File: config.mk
export PLATFORM = sky130hd
export DESIGN_NAME = lgen_xgmii_term_find
export DESIGN_NICKNAME = d
export VERILOG_FILES = /design/src/rtl/lgen_pkg.sv /design/src/rtl/lgen_xgmii_term_find.sv
export SDC_FILE = /design/constraint.sdc
export NUM_CORES = 1
export LEC_CHECK = 0
export BUFFER_PORTS_ARGS = -buffer_cell sky130_fd_sc_hd__buf_2
export CAP_MARGIN = 25
export CORE_MARGIN = 4
export CORE_UTILIZATION = 29
export DETAILED_ROUTE_END_ITERATION = 6
export PLACE_DENSITY = 0.9
export SYNTH_ARGS = -nofsm -noshare
export SYNTH_HDL_FRONTEND = slang
export SYNTH_SLANG_ARGS = --single-unit
File: constraint.sdc
create_clock -name vclk -period 2
set_input_delay 0.4 -clock vclk [all_inputs]
set_output_delay 0.4 -clock vclk [all_outputs]
set_load 0.05 [all_outputs]
File: src/rtl/lgen_pkg.sv
// Shared XGMII character set, receive FSM state type and default frame-field offsets
// for the load generator transmit and receive paths.
package lgen_pkg;

  localparam logic [7:0] XGMII_START = 8'hFB;
  localparam logic [7:0] XGMII_TERM  = 8'hFD;
  localparam logic [7:0] XGMII_ERR   = 8'hFE;
  localparam logic [7:0] XGMII_IDLE  = 8'h07;
  localparam logic [7:0] XGMII_PRE   = 8'h55;
  localparam logic [7:0] XGMII_SFD   = 8'hD5;

  localparam int OFS_SEQ_DEF = 42;
  localparam int MIN_LEN_DEF = 64;

  typedef enum logic {
    ST_IDLE = 1'b0,
    ST_DATA = 1'b1
  } rx_state_e;

  // Lane-0 start followed by preamble and SFD, the only supported start alignment.
  function automatic logic is_start_word(input logic [63:0] d, input logic [7:0] c);
    return (c == 8'h01) && (d[7:0] == XGMII_START) &&
           (d[55:8] == {6{XGMII_PRE}}) && (d[63:56] == XGMII_SFD);
  endfunction

endpackage

File: src/rtl/lgen_xgmii_term_find.sv
// Lowest-set-lane encoder over an XGMII control mask: reports whether that lane
// carries a terminate character or some other control character.
module lgen_xgmii_term_find
  import lgen_pkg::*;
(
  input  logic [63:0] rxd_i,
  input  logic [7:0]  rxc_i,
  output logic        term_found_o,
  output logic [2:0]  term_lane_o,
  output logic        other_ctrl_o
);

  logic [7:0] low_byte;

  always_comb begin
    term_lane_o = 3'd0;
    low_byte    = 8'h00;
    for (int i = 7; i >= 0; i--) begin
      if (rxc_i[i]) begin
        term_lane_o = 3'(i);
        low_byte    = rxd_i[8*i +: 8];
      end
    end
    term_found_o = (rxc_i != 8'h00) && (low_byte == XGMII_TERM);
    other_ctrl_o = (rxc_i != 8'h00) && (low_byte != XGMII_TERM);
  end

endmodule

==> reports/results.txt <==
number of cell rows: 13
IR drop worst, VDD: 0.0818 mV
FFs & Latches: 0
worst hold path type: input port to primary output
crit path cell chain: buf_2, a21boi_1, a31oi_1, a31oi_1, nor3_1, nand4_1, and3_4, buf_8
register cell area after layout: 0 µm²
most used cell, CP: a31oi_1
nets@finish: 231
Final Critical Period: 1990 ps
startpoint types: input port
switch share: 44.9%
status: completed
net switching power figure: 0.0740 mW
Netlist cell types: 28
logic gate share of total power: 100.0%
Hold EP: term_lane_o[0]
Synth area leader: nand4b_1
largest net degree at the start of global routing: 10
initial antenna violation count: 0
Initial Util: 32.6%
Worst path depth: 8
slew at the pin closest to its max-slew limit: 404 ps
layout cell share with drive strength beyond 1: 61.8%
first-pass GRT wire length: 2880 µm
Maximum Capacitance Violations: 0
gr usage total: 16.8%
number of warnings issued by yosys: 0
Port Buffers: 77
crit-path max FO: 6
Core Area: 0.00137 mm²
worst hold path startpoint: rxc_i[0]
post-synth top area share: 11.8%
Die ar.: 0.00223 mm²
WL/cell: 11.9 µm
Buf+Inv Stages, Crit Path: 2
Post-Route Utilization: 69.6%
grt total ovfl: 0
Avg Cell Area, Syn: 6.19 µm²
Final Max Tran Viols: 0
Min-Delay Path Depth: 3
GPL Wtd Cong: 0.784
1st-iter DRT viols: 5
post-synthesis sequential area ratio: 0%
Total Wirelength: 2050 µm
synth-to-layout area growth: 113%
die height: 47.2 µm
RSZ-0062 raised after global routing: true
Hold WS: 1210 ps
Die Span X: 47.2 µm
Critical-path top delay cell: and3_4
Final setup viols: 0
CLK BUF: 0
fillers: 111
post-synthesis net count: 144
Tcrit/Tclk final: 99.4%
Area contributors post-synth: nand4b_1 (12%), nand3_1 (9.0%), a31oi_1 (7.0%), nand4_1 (7.0%), a21oi_1 (6.7%)
Worst path max stage delay: 210 ps
Hold Buf Count CTS: 0
Slew HR: 72.8%
Leakage: 0.490 nW
final hold violations: 0
DR vias/cell: 4.90
Mapped Cells: 72
DRT Pass-1 Iters: 4
DP Wirelength: 1860 µm
vias in the first global route: 767
CP Capture Type: primary output
Crit path max-delay family: simple AND/OR/NAND/NOR gates
post-route antenna net violation count: 0
DR vias: 842
number of top-level pins: 77
drt drc: 0
post-route setup TNS: 0 ps
Ant. Diodes: 0
Required @ worst endpoint: 1600 ps
P_int: 0.0909 mW
Worst EP arrival: 1590 ps
Post-CTS Setup Bufs: 0
critical path class: input port to primary output
Fmax: 503 MHz
synthesized area: 445 µm²
pwr/cell area: 173 mW/mm²
Clock Power Share: 0%
Seq pwr share: 0%
placed cells by master (no fill, tap or decap), types with 2 or more instances in the layout:
master / n
a21oi_1: 6
a31oi_1: 5
buf_2: 74
buf_4: 11
buf_8: 2
inv_2: 2
nand2_1: 5
nand3_1: 8
nand4_1: 5
nand4b_1: 6
nor2_1: 7
nor2b_1: 2
nor4_1: 2
o211ai_1: 2
o21ai_0: 4
area by class of cell:
type / count / area, µm² / share of cell area, %
well taps: 15 / 18.8 / 1.97
multi-input cells: 65 / 423 / 44.5
inverters: 4 / 15.0 / 1.58
repair buffers: 88 / 494 / 52.0
metal layers:
| metal | part of all wire (%) | GRT usage, % | vias up |
|---|---|---|---|
| met1 | 37 | 20.9 | 347 |
| met3 | 9.3 | 0.383 | 2 |
| met2 | 53 | 31.7 | 39 |
| met4 | 0.78 | 3.87 | 0 |
| met5 | 0 | 0 | - |
| li1 | - | - | 454 |
per-stage QoR:
step / std cells / instance area [µm²] / setup WS, ps / total power, mW
floorplan: 72 / 450 / 15.8 / 0.0608
global placement: 172 / 913 / 5.24 / 0.157
detailed placement: 172 / 913 / -22.7 / 0.161
CTS: 172 / 920 / 17.0 / 0.162
global route: 172 / 951 / -83.8 / 0.181
finish: 172 / 951 / 12.9 / 0.165
worst max-delay path by stage:
stage	slack [ps]	startpoint	to
CTS	20	rxc_i[6]	other_ctrl_o
detailed placement	-20	rxc_i[4]	other_ctrl_o
global placement	5	rxc_i[6]	other_ctrl_o
global route	-80	rxc_i[6]	other_ctrl_o
floorplan	20	rxc_i[3]	term_lane_o[2]
finish	10	rxc_i[4]	other_ctrl_o
synth_stat cells, types with 2 or more instances:
cell type / instances
nand3_1: 8
nor2_1: 7
a21oi_1: 6
nand4b_1: 6
a31oi_1: 5
nand2_1: 5
nand4_1: 5
o21ai_0: 4
nor4_1: 3
and3_1: 2
inv_2: 2
nor2b_1: 2
o211ai_1: 2
power groups by stage:
stage               Sequential (mW)  Combinational [mW]  Clock (mW)
detailed placement                0               0.161           0
global route                      0               0.181           0
global placement                  0               0.157           0
floorplan                         0              0.0608           0
CTS                               0               0.162           0
finish                            0               0.165           0
worst min-delay path: stages:
cell	delay (ps)
buf_2	150
nor2_1	60
buf_2	200
cells by family (layout without fill, tap and decap cells):
| kind of cell | Yosys count | in the layout | share of synthesized area, % |
|---|---|---|---|
| simple gates | 43 | 43 | 60.7 |
| compound gates | 22 | 22 | 30.6 |
| buf+inv | 7 | 92 | 8.71 |
what timing repair did:
| action | in CTS | in global routing |
|---|---|---|
| pin swaps | 0 | 4 |
| gates resized for setup | 2 | 10 |
| endpoints found under the setup margin | 1 | 3 |
Note: power is estimated with default switching activity, not from simulation.
